===== src/rtl/alarm_sequencer.sv =====
// Alarm ring/snooze sequencer: beeps on an alarm match, supports snooze,
// dismiss, disarm and auto-stop with a sticky missed flag.
module alarm_sequencer #(
  parameter int BEEP_ON      = 2,
  parameter int BEEP_OFF     = 2,
  parameter int RING_TIMEOUT = 12,
  parameter int SNOOZE_LEN   = 8,
  parameter int MAX_SNOOZE   = 3
) (
  input  logic       clk,
  input  logic       reset,
  input  logic       alarm,
  input  logic       enable,
  input  logic       snooze_btn,
  input  logic       dismiss_btn,
  output logic       buzzer,
  output logic       ringing,
  output logic       snoozing,
  output logic [1:0] snooze_count,
  output logic       missed
);

  localparam int PER = BEEP_ON + BEEP_OFF;
  localparam int RW  = $clog2(RING_TIMEOUT + 1);
  localparam int SW  = $clog2(SNOOZE_LEN + 1);
  localparam int PW  = $clog2(PER + 1);

  typedef enum logic [1:0] {
    IDLE,
    RING,
    SNOOZE
  } state_t;

  state_t        state;
  logic [RW-1:0] ring_cnt;
  logic [SW-1:0] snz_cnt;
  logic [PW-1:0] phase;
  logic [PW-1:0] phase_nxt;
  logic          ring_last;
  logic          snz_last;
  logic          snz_ok;

  assign phase_nxt = (phase == PW'(PER - 1)) ? '0 : phase + 1'b1;
  assign ring_last = (ring_cnt == RW'(RING_TIMEOUT - 1));
  assign snz_last  = (snz_cnt == SW'(SNOOZE_LEN - 1));
  assign snz_ok    = (snooze_count < 2'(MAX_SNOOZE));

  always_ff @(posedge clk) begin
    if (reset) begin
      state        <= IDLE;
      buzzer       <= 1'b0;
      ringing      <= 1'b0;
      snoozing     <= 1'b0;
      snooze_count <= '0;
      missed       <= 1'b0;
      ring_cnt     <= '0;
      snz_cnt      <= '0;
      phase        <= '0;
    end else if (!enable) begin
      state        <= IDLE;
      buzzer       <= 1'b0;
      ringing      <= 1'b0;
      snoozing     <= 1'b0;
      snooze_count <= '0;
      ring_cnt     <= '0;
      snz_cnt      <= '0;
      phase        <= '0;
    end else begin
      unique case (state)
        IDLE: begin
          if (dismiss_btn) begin
            missed <= 1'b0;
          end else if (alarm) begin
            state        <= RING;
            ringing      <= 1'b1;
            buzzer       <= 1'b1;
            ring_cnt     <= '0;
            phase        <= '0;
            snooze_count <= '0;
          end
        end
        RING: begin
          if (dismiss_btn) begin
            state        <= IDLE;
            ringing      <= 1'b0;
            buzzer       <= 1'b0;
            snooze_count <= '0;
            missed       <= 1'b0;
          end else if (snooze_btn && snz_ok) begin
            state        <= SNOOZE;
            ringing      <= 1'b0;
            snoozing     <= 1'b1;
            buzzer       <= 1'b0;
            snz_cnt      <= '0;
            snooze_count <= snooze_count + 1'b1;
          end else if (ring_last) begin
            state        <= IDLE;
            ringing      <= 1'b0;
            buzzer       <= 1'b0;
            snooze_count <= '0;
            missed       <= 1'b1;
          end else begin
            ring_cnt <= ring_cnt + 1'b1;
            phase    <= phase_nxt;
            buzzer   <= (phase_nxt < PW'(BEEP_ON));
          end
        end
        SNOOZE: begin
          if (dismiss_btn) begin
            state        <= IDLE;
            snoozing     <= 1'b0;
            snooze_count <= '0;
            missed       <= 1'b0;
          end else if (snz_last) begin
            // re-ring restarts both the timeout and the beep pattern
            state    <= RING;
            snoozing <= 1'b0;
            ringing  <= 1'b1;
            buzzer   <= 1'b1;
            ring_cnt <= '0;
            phase    <= '0;
          end else begin
            snz_cnt <= snz_cnt + 1'b1;
          end
        end
        default: state <= IDLE;
      endcase
    end
  end

endmodule


===== config.mk =====
export PLATFORM = sky130hd
export DESIGN_NAME = alarm_sequencer
export DESIGN_NICKNAME = d
export VERILOG_FILES = /design/src/rtl/alarm_sequencer.sv
export SDC_FILE = /design/constraint.sdc
export NUM_CORES = 1
export LEC_CHECK = 0
export CAP_MARGIN = 20
export CORE_MARGIN = 4
export CORE_UTILIZATION = 39
export DETAILED_ROUTE_END_ITERATION = 8
export SLEW_MARGIN = 20
export SYNTH_ARGS = -nofsm -noshare
export SYNTH_HDL_FRONTEND = slang
export SYNTH_SLANG_ARGS = --single-unit

===== constraint.sdc =====
create_clock -name clk -period 2.5 [get_ports clk]
set_input_delay 0.625 -clock clk [delete_from_list [all_inputs] [get_ports clk]]
set_output_delay 0.625 -clock clk [all_outputs]
set_load 0.05 [all_outputs]

==> results.txt, run 1 <==
Of the cells placed in the final design, the portion with a size suffix greater than 1 is 14.0%. In this run the deepest clock path goes through 2 buffers. Of the post-synthesis cell area, the part taken by muxes is 2.97%. The number of maximum-capacitance violations is 0. The initial antenna violation count is 0. The count of pins over their slew limit came out at 0. The synthesized netlist devotes 28.8% of its cell area to simple gates. The first TritonRoute pass finished after 4 iterations. In this run the remaining antenna-violating nets after routing total 0. Once routing completed, OpenROAD measured the worst setup slack at 0.373 ns. The run finished with clean final reports. For this run, the slowest stage of the critical path takes 0.82 ns. The classification of the worst setup path is flop to output port. The number of top-level pins came out at 12. Traced cell by cell, the critical path runs through clkdlybuf4s50_1. The initial utilization of the core area, before any placement, comes to roughly two fifths.

The area fraction of the dominant cell type after synthesis came out at around 38%. The transition time of the tightest slew-check pin came out at 0.501 ns. The unique cell type count in the Yosys netlist came out at 40.

The floorplan step set the die height to 58.9 microns. In this run the most critical hold path is launched from missed. The weighted congestion reported at the end of routability-driven placement came out at 0.791. After synthesis, the share of flip-flops with an asynchronous set or reset is 0%. In this run the number of H-tree levels came out at 1. The clock arrives with about 0.0019 ns of skew. The cell sitting at the root of the clock tree is a clkbuf_4. The number of cells on the worst reg-to-reg path is 5. The leading area contributor after synthesis is dfxtp_1. The clock insertion delay at the later pin of the skew report is 0.29 ns. The path with the worst hold slack has its endpoint at missed.

The number of global-route vias before repair is 838. In the finished design, the share of the clock period the worst path needs comes to between 80% and 90%. The aggregate routed wire length is 2110 microns. The number of vias in the routed layout is 877. The sum of buffers and inverters on the critical path is 1. The worst-case IR drop observed on VDD is 241 uV.

The worst setup slack for register-to-register paths is 0.66 ns. The total inserted antenna cells is 0. STA classifies the critical path endpoint as an output port.

The post-route core utilization came out at 48.6%. In the synthesized netlist the dominant register cell turns out to be dfxtp_1. TritonCTS built the clock tree.

Entering global routing, the biggest net connects 13 pins. The number of endpoints with negative hold slack in the final report was 0. In the routed design, unresolved DRC markers number 0. The worst setup slack after placement is around 0.1 ns. The detailed router finished its first iteration with 28 violations.

The wire-length estimate of the detail-placed layout is 1580 microns. The number of instances in the synthesized netlist is 114. The Yosys step of the flow raised 0 warnings. The clock period minus worst slack came out at roughly 2.1 ns. In this run the worst path has a maximum fanout of 4.

Yosys attributes the largest share of cell area to dfxtp_1, ha_1, a21oi_1. The number of buffers created by CTS came out at 3. Based on the critical path, the design can be clocked at up to 470 MHz. Setup repair after global routing left no endpoint under its margin. After clock tree synthesis, the clock-pin slew on the worst setup and hold paths is 0.11 ns. The number of cells in the finished layout apart from fillers is 159. The number of setup buffers added after CTS came out at 0. Power spread over the standard cell area amounts to between 400 and 500 mW/mm^2. When the netlist entered floorplanning its net count stood at 124. The number of flops mapped to enable cells by yosys is 0. The total of hold buffers inserted after clock tree synthesis came out at 0.

The total congestion overflow is 0. The number of filler cells placed in the layout came out at 242. The highest-delay cell along the critical path is clkdlybuf4s50_1.

Synthesis inferred 19 register bits. Summing the areas of all xor and xnor instances in the mapped netlist gives 0% of the synthesized area. The die extent in x came out at 58.9 microns.

The count of endpoints failing setup in the final report came out at 0. The number of gates given a new drive strength after cts came out at 0. The most frequent cell after synthesis is dfxtp_1.

The die covers 0.00347 sq mm. STA puts the critical path data required time at 1.88 ns. The wire length of the first global-routing pass is 3660 microns.

Counting instances in the post-synthesis netlist gives the leading cell types as dfxtp_1, nor2_1, a21oi_1, nand2_1, o21ai_0. STA classifies the critical path startpoint as a flop. The cell count after placement came out at 155. The leakage power total is 0.469 nW. The sum of negative setup slack came out at 0 ns. The wire length per cell came out at 13.3 microns. Global routing consumed, over all layers together, roughly 14% of the routing resources. The total core area came out at ~0.0025 sq mm. The max-slew headroom at the worst pin came out at 66.5%. Broken down by cell family, the worst path's largest delay share belongs to buffers and inverters.

In this run the critical register-to-register path is launched from snooze_count[0]. The adder and majority gate portion of the synthesized area came out at 5.93%. Summing the areas of all compound-gate instances in the mapped netlist gives 21.0% of the synthesized area.

The worst min-delay path category is flop to flop. After synthesis, flip-flops and latches occupy 37.6% of the total area. The area growth from synthesis to layout came out at 19.0%. The signal arrival time at the worst endpoint came out at about 1.5 ns. The worst hold path depth is 2. The post-synthesis cell area came out at 0.00101 sq mm. The main combinational cell family by area after synthesis is simple AND/OR/NAND/NOR gates.

At the end of the flow, the number of nets in the layout was between 100 and 150. The number of core rows came out at 18. The detailed-route vias per instance came out at roughly 5.5.

The number of sinks handled by clock tree synthesis came out at 19. On the final layout, the worst hold slack is 0.463 ns. Port buffering added 11 buffers.

A synthesized cell averages a little under 9 sq um. The worst register-to-register path ends at snz_cnt[3].
[final cells by class]
type | count | area, sq um | area share (%)
Multi-Input combinational cell | 86 | 594 | 49.3
Sequential cell | 19 | 380 | 31.6
Timing Repair Buffer | 17 | 155 | 12.9
Tap cell | 30 | 37.5 | 3.12
Clock buffer | 4 | 26.3 | 2.18
Inverter | 3 | 11.3 | 0.935
[worst max path at each step]
stage,to,start,cells after the start
finish,snooze_count[0],snooze_count[0],1
global route,snz_cnt[3],snooze_btn,5
CTS,snooze_count[0],snooze_count[0],1
detailed placement,ring_cnt[2],dismiss_btn,5
global placement,ring_cnt[2],dismiss_btn,5
floorplan,ring_cnt[2],snooze_count[0],6
[kinds of logic (layout without fill, tap and decap cells)]
| group | Yosys count | count (layout) |
|---|---|---|
| simple gates | 48 | 48 |
| fa+ha+maj | 5 | 5 |
| buf+inv | 9 | 24 |
| mux | 3 | 3 |
| compound gates | 30 | 30 |
| flops | 19 | 19 |
[cell usage in the layout (no fill, tap or decap), types with 2 or more instances in the layout]
cell	count
dfxtp_1	19
clkdlybuf4s50_1	11
nor2_1	9
nand2_1	8
a21oi_1	8
o21ai_0	7
buf_4	6
nand2b_1	5
nand3_1	4
nor2b_1	4
ha_1	4
nand3b_1	3
o211a_1	3
o22ai_1	3
mux2i_1	3
inv_1	3
clkbuf_4	3
and3b_1	2
and3_1	2
nor3_1	2
[worst reg2reg max path, cell delays in order (launching register included)]
cell and delay [ns]:
dfxtp_1 0.35, ha_1 0.20, nor2b_1 0.37, a22oi_2 0.22, or4_1 0.51, a21oi_1 0.13
[registers in the layout, indices dropped and copies added (netlist names)]
name	count
missed	1
snz_cnt	4
ringing	1
buzzer	1
ring_cnt	4
snoozing	1
state	2
snooze_count	2
phase	3
[layer usage]
| layer | GRT usage, % | vias up | share of wire [%] |
|---|---|---|---|
| li1 | - | 444 | - |
| met1 | 18.3 | 414 | 51 |
| met2 | 21.3 | 17 | 43 |
| met3 | 3.07 | 2 | 5.1 |
| met4 | 5.83 | 0 | 0.66 |
| met5 | 0 | - | 0 |
[report_power, final]
| group | internal [mW] | leakage [nW] | switching [mW] |
|---|---|---|---|
| registers | 0.305 | 0.153 | 0.00200 |
| logic | 0.0251 | 0.301 | 0.0316 |
| clock network | 0.0620 | 0.0150 | 0.0928 |
| total | 0.392 | 0.469 | 0.126 |
[through the flow]
step / instance area [sq um] / total power, mW
floorplan: 1010 / 0.347
global placement: 1180 / 0.370
detailed placement: 1180 / 0.370
CTS: 1200 / 0.528
global route: 1200 / 0.544
finish: 1200 / 0.518
No activity file was read; power rests on OpenSTA's default activity.
==> run 2, diff against run 1 <==
--- a/config.mk
+++ b/config.mk
@@ -6,8 +6,10 @@
 export NUM_CORES = 1
 export LEC_CHECK = 0
 export CAP_MARGIN = 20
+export CORE_ASPECT_RATIO = 2
 export CORE_MARGIN = 4
 export CORE_UTILIZATION = 39
+export CTS_CLUSTER_DIAMETER = 80
 export DETAILED_ROUTE_END_ITERATION = 8
 export SLEW_MARGIN = 20
 export SYNTH_ARGS = -nofsm -noshare
==> run 2 against run 1 <==
Effect of this change: clock skew is essentially flat; register-to-register slack hardly changed; final area rose by 0.10%; largest power group unchanged; die area grew 1.4%; routed wire length is 5.9% higher; via count rose by 1.5%; worst hold slack worse by 0.0038 ns; global-route usage rose by 0.96 points; clock-buffer cell count down 1; flip-flop and latch count unchanged.
==> results.txt, run 2 (synthesis gave the netlist of run 1 again) <==
The slowest stage of the critical path belongs to the cell clkdlybuf4s50_1. The number of cells in the finished layout apart from fillers came out at 154. Wires add up to between 2000 and 2500 microns. The largest stage delay on the critical path came out at 0.82 ns. CTS built an H-tree with a depth of 1. The area enclosed by the die boundary came out at 0.00352 sq mm. The total power density per cell area is 481 mW/mm^2. The count of unresolved DRC violations after routing is 0. Setup repair after global routing left no endpoint under its margin. For this run, the post-layout net count is 138. The final worst clock skew came out at 0.00143 ns. The total core area is 0.00244 sq mm. The category of the worst setup path capture point is an output port. The path class of the tightest hold or removal check is flop to flop. The total congestion overflow is 0. Leaving out fill and tap cells, the most frequent cells in the layout are dfxtp_1, clkdlybuf4s50_1, nor2_1, nand2_1, a21oi_1. STA classifies the critical path startpoint as a flop. The worst setup slack after placement came out at 0.155 ns. The least setup slack across all paths after layout is 0.410 ns. The die height came out at ~80 microns.

The library cell used most frequently in the layout, excluding fill and tap cells, is dfxtp_1. The fraction of the cycle the final worst path needs is 83.6%. IR analysis of the VDD net gives a maximum drop of 308 uV.

The flow ran to the end, and the final reports show no timing, DRC or antenna violations. The signal on the critical path passes through clkdlybuf4s50_1. The detailed-route vias per instance is 5.78. The area growth from synthesis to layout came out at 19.2%. The number of global-route vias before repair is 888. Once the clock tree was built, the resizer swapped 0 gates to a different size. The maximum number of pins on one net before global-route repair is 13. At the pin with the least slew margin, the transition time is ~0.55 ns. In this run, placement finished with an instance count of 150. The number of endpoints with negative hold slack in the final report came out at 0. The die extent in x is between 40 and 50 microns. The clock net in this run drives a total of 19 sinks.

The initialized floorplan defines 25 standard-cell rows. The final worst hold slack is 0.460 ns. The sum of negative setup slack is 0 ns.

The total of hold buffers inserted after clock tree synthesis came out at 0. The kind of cell with the highest combined delay along the critical path is buffers and inverters. The final design area excluding fillers came out at 0.00121 sq mm.

0 antenna diodes ended up in the layout. The first global-routing pass estimated around 4000 microns of wire. In this run the remaining antenna-violating nets after routing total 0. CTS placed an instance of clkbuf_8 at the clock tree root. The classification of the worst setup path is flop to output port. The number of buffers created by CTS is 3. The starting utilization of the core area came out at between 40% and 50%. The upper clock frequency limit came out at ~480 MHz. The wire length per cell is 14.5 microns.

The number of maximum-capacitance violations came out at 0. The initial antenna violation count is 0. The clock tree buffer depth came out at 2. The detailed placer's ending HPWL came out at 1720 microns.

The largest registers in the layout are ring_cnt (4), snz_cnt (4), phase (3). The clock input transition at the sequential cells of the worst setup and hold paths is 0.07 ns. The first routing iteration left 20 violations. At the end of routability-driven placement, the weighted congestion stood at 0.767. The number of I/O port buffers is 11. The max-slew headroom at the worst pin came out at 63.3%. The number of vias in the routed layout is approximately 900. The highest net fanout along the worst path came out at 4. The setup check on the worst reg-to-reg path leaves a slack of 0.67 ns. The signal arrival time at the worst endpoint is about 1.5 ns. The total global routing track utilization came out at 14.7%. The post-route netlist has about 13% of its cells at a drive strength greater than 1. The number of setup buffers added after CTS came out at 0. The count of endpoints failing setup in the final report came out at 0. TritonCTS built the clock tree. The sum of buffers and inverters on the critical path is 1. The number of filler cells placed in the layout is 245. The worst path required time came out at 1.88 ns.

In this run the cell area measured after placement is roughly 0.0012 sq mm. The leakage power total came out at 0.468 nW. In this run the count of I/O pins placed on the die edge is 12.

The clock insertion delay at the later pin of the skew report is between 0.2 and 0.3 ns. The first-pass detailed-route iteration total is 4. The clock period minus worst slack is 2.09 ns. The count of pins over their slew limit came out at 0.
[run 2: area by class of cell]
type | count | area, sq um | area share (%)
clock inverter | 1 | 5.00 | 0.415
inverter | 3 | 11.3 | 0.934
multi-input combinational | 86 | 594 | 49.3
sequential | 19 | 380 | 31.5
clock buffer | 3 | 41.3 | 3.42
timing repair buffer | 15 | 140 | 11.6
tap | 27 | 33.8 | 2.80
[run 2: stage by stage]
step / util (%) / power (mW)
after floorplan: - / 0.347
after global placement: 47.5 / 0.369
after detailed placement: 47.5 / 0.369
after CTS: 49.4 / 0.583
after global routing: 49.4 / 0.597
final: 49.4 / 0.580
[run 2: worst paths after layout]
kind / start / end / depth (start not counted)
worst min-delay path: missed / missed / 2
worst max-delay path: snooze_count[0] / snooze_count[0] / 1
worst min register to register: missed / missed / 2
worst max register to register: ring_cnt[0] / ring_cnt[2] / 5
[run 2: metal layers]
| metal | global-route usage [%] | part of all wire, % |
|---|---|---|
| met1 | 16.2 | 41 |
| met2 | 25.9 | 55 |
| met3 | 2.26 | 1.7 |
| met4 | 7.55 | 2.4 |
| met5 | 0 | 0 |
[run 2: report_power, final]
group	total [mW]	switching, mW	internal [mW]	leakage [nW]
clock network	0.218	0.107	0.111	0.0255
logic	0.0558	0.0318	0.0240	0.289
registers	0.307	0.00213	0.305	0.153
[run 2: worst register-to-register path, cell delays in order (launching register included)]
cell and delay [ns]:
dfxtp_1 0.34, ha_1 0.23, and3b_1 0.27, nor4_2 0.36
o22ai_2 0.21, o221a_2 0.33
==> run 3, diff against run 2 <==
==> constraint.sdc (replaced) <==
create_clock -name clk -period 1.8 [get_ports clk]
set_input_delay 0.45 -clock clk [delete_from_list [all_inputs] [get_ports clk]]
set_output_delay 0.45 -clock clk [all_outputs]
set_load 0.05 [all_outputs]
==> run 3 against run 2 <==
Effect of this change: register-to-register slack lost 0.54 ns; routed wire length up 9.1%; first-iteration DRC count fell by 35%; flip-flop and latch count did not move; via count up 6.5%; final cell count increased by 9.1%; sequential power increased by 38%; worst setup slack worse by 0.30 ns; final area increased by 11%; clock-buffer cell count grew 1; clock skew rose by 0.0067 ns; clock power rose by 36%; critical endpoint is now snz_cnt[3]; largest power group unchanged.
==> results.txt, run 3 (synthesis gave the netlist of run 1 again) <==
The run finished with clean final reports. The area growth from synthesis to layout is 31.8%. The initial utilization of the core area, before any placement, comes to 41.5%.

The die extent in x is 44.0 microns. In the final layout, the multi-input gates occupy 629 sq um. The remaining antenna violation count after routing is 0. Max-cap violations in this run came to 0. The category of the worst setup path capture point is a flop.

The number of core rows came out at 25. The max-slew headroom at the worst pin is 74.2%. Once detailed placement completed, the half-perimeter wirelength came to just under 2000 microns.

The number of setup buffers added after CTS came out at 0. The worst hold path depth came out at 1. The total inserted antenna cells is 0. In this run the worst path has a maximum fanout of 5. Clock tree synthesis selected as its root buffer the cell clkbuf_8. The die covers 0.00352 sq mm. Data arrives at the worst endpoint at approximately 1.9 ns. The total net switching power is 0.191 mW. At the end of the flow, the number of nets in the layout was between 150 and 200. The clock period minus worst slack came out at around 1.7 ns. The worst-case IR drop observed on VDD is 410 uV. At the placement stage, the worst setup path has a slack of -0.373 ns.

Sequential cells account for 52.0% of the total power. STA classifies the critical path startpoint as an input pin. The internal portion of the total power is 0.627 mW. The total congestion overflow is 0.

The largest registers in the layout are ring_cnt (4), snz_cnt (4), phase (3). For this run, the total global-route usage over all layers was measured as 16.6%. In this run, CTS created clock tree buffers numbering 3. The first-pass detailed-route iteration total came out at 4. In this run the worst hold path is classified as flop to flop. The number of global-route vias before repair is 1027. The detailed-route vias per instance is around 5.6. The setup path with the least slack is of type input pin to flop. For the pin with the worst max-slew slack, the measured transition is between 0.3 and 0.4 ns.

Leaving out fill and tap cells, the most frequent cell in the layout is buf_4. The part of the power in the clock network came out at 36.2%. Buffers inserted to repair hold after CTS numbered 0. The upper clock frequency limit came out at 591 MHz. The share of total power in combinational logic is 11.9%.

The least setup slack across all paths after layout came out at 0.109 ns. Of the available clock period, the critical path in the final layout requires 93.9%. The worst reg-to-reg path cell count came out at 5.

The top cell types in the final layout, fill and taps aside, are buf_4, dfxtp_1, nor2_1, nand2_1, a21oi_1. The number of filler cells placed in the layout is 235. The total power density per cell area is 613 mW/mm^2. The initial detailed-routing violation count came out at 13. The later pin in the worst-skew pair is clocked with a latency of 0.26 ns. The total core area came out at approximately 0.0024 sq mm. The post-route netlist has 28.4% of its cells at a drive strength greater than 1.

After clock tree synthesis, the repair step resized 5 gates. The worst path required time is between 1.5 and 2 ns. The number of vias in the routed layout is around 950.

The final worst hold slack came out at approximately 0.46 ns. The weighted congestion reported at the end of routability-driven placement is slightly below 0.8. The number of endpoints with negative hold slack in the final report came out at 0. The leakage power total came out at 0.557 nW. In this run the deepest clock path goes through 2 buffers.

The number of sinks handled by clock tree synthesis came out at 19. The floorplan step set the die height to 80.0 microns. The switching power as a share of total power is a little under a quarter. The clock input transition at the sequential cells of the worst setup and hold paths came out at ~0.07 ns. Leaving out filler cells and counting taps, the final layout contains 168.

TritonCTS built the clock tree. Clock skew on the completed layout was measured at 0.00809 ns. Entering global routing, the biggest net connects 13 pins. The aggregate routed wire length is 2440 microns. The initial antenna violation count is 0. CTS built an H-tree with a depth of 1. The area taken by flip-flops and latches came out at 385 sq um.

The cell count after placement came out at between 150 and 200. The wire length per cell came out at about 15 microns. The sum of negative setup slack is 0 ns. Setup repair after global routing left no endpoint under its margin. The count of unresolved DRC violations after routing is 0. The number of top-level pins came out at 12. The number of I/O port buffers came out at 11. The wire length of the first global-routing pass is 4460 microns.

Measured on the finished design, the core utilization comes to a little over half. The count of endpoints failing setup in the final report came out at 0. The count of pins over their slew limit was 0.
==> run 3: final timing paths <==
kind | startpoint | endpoint | slack [ns]
worst max-delay path | snooze_btn | snz_cnt[3] | 0.11
worst min-delay path | snooze_count[0] | snooze_count[0] | 0.46
worst max register to register | ring_cnt[0] | ring_cnt[2] | 0.13
worst min register to register | snooze_count[0] | snooze_count[0] | 0.46
==> run 3: per-layer routing <==
| layer | up-vias | track usage, % | wire (microns) |
|---|---|---|---|
| met5 | - | 0 | 0 |
| met4 | 0 | 6.34 | 32 |
| met3 | 4 | 2.71 | 48 |
| met2 | 7 | 31.6 | 1440 |
| met1 | 462 | 17.0 | 919 |
| li1 | 475 | - | - |
==> run 3: through the flow <==
stage                     total power, mW  instance area (sq um)
after floorplan                     0.481                   1020
after global placement              0.526                   1250
after detailed placement            0.527                   1250
after CTS                           0.830                   1320
after global routing                0.856                   1330
final                               0.818                   1330
==> run 3: critical path: stages <==
cell and delay, ns:
clkdlybuf4s50_1 0.46, nor2b_4 0.23, a22oi_2 0.12, or4_1 0.49, a21oi_1 0.14
==> run 3: power groups by stage <==
stage / logic, mW / registers, mW / clock network [mW]
3_5_place_dp: 0.0933 / 0.434 / 0
5_1_grt: 0.105 / 0.425 / 0.326
6_report: 0.0970 / 0.425 / 0.296
2_1_floorplan: 0.0405 / 0.440 / 0
3_3_place_gp: 0.0923 / 0.434 / 0
4_1_cts: 0.0958 / 0.425 / 0.309
==> run 3: final cells by class <==
type,count,area share (%)
clock buffer,4,3.38
inverter,3,0.844
multi-input combinational,86,47.2
sequential,19,28.9
tap,27,2.53
timing repair buffer,29,17.2
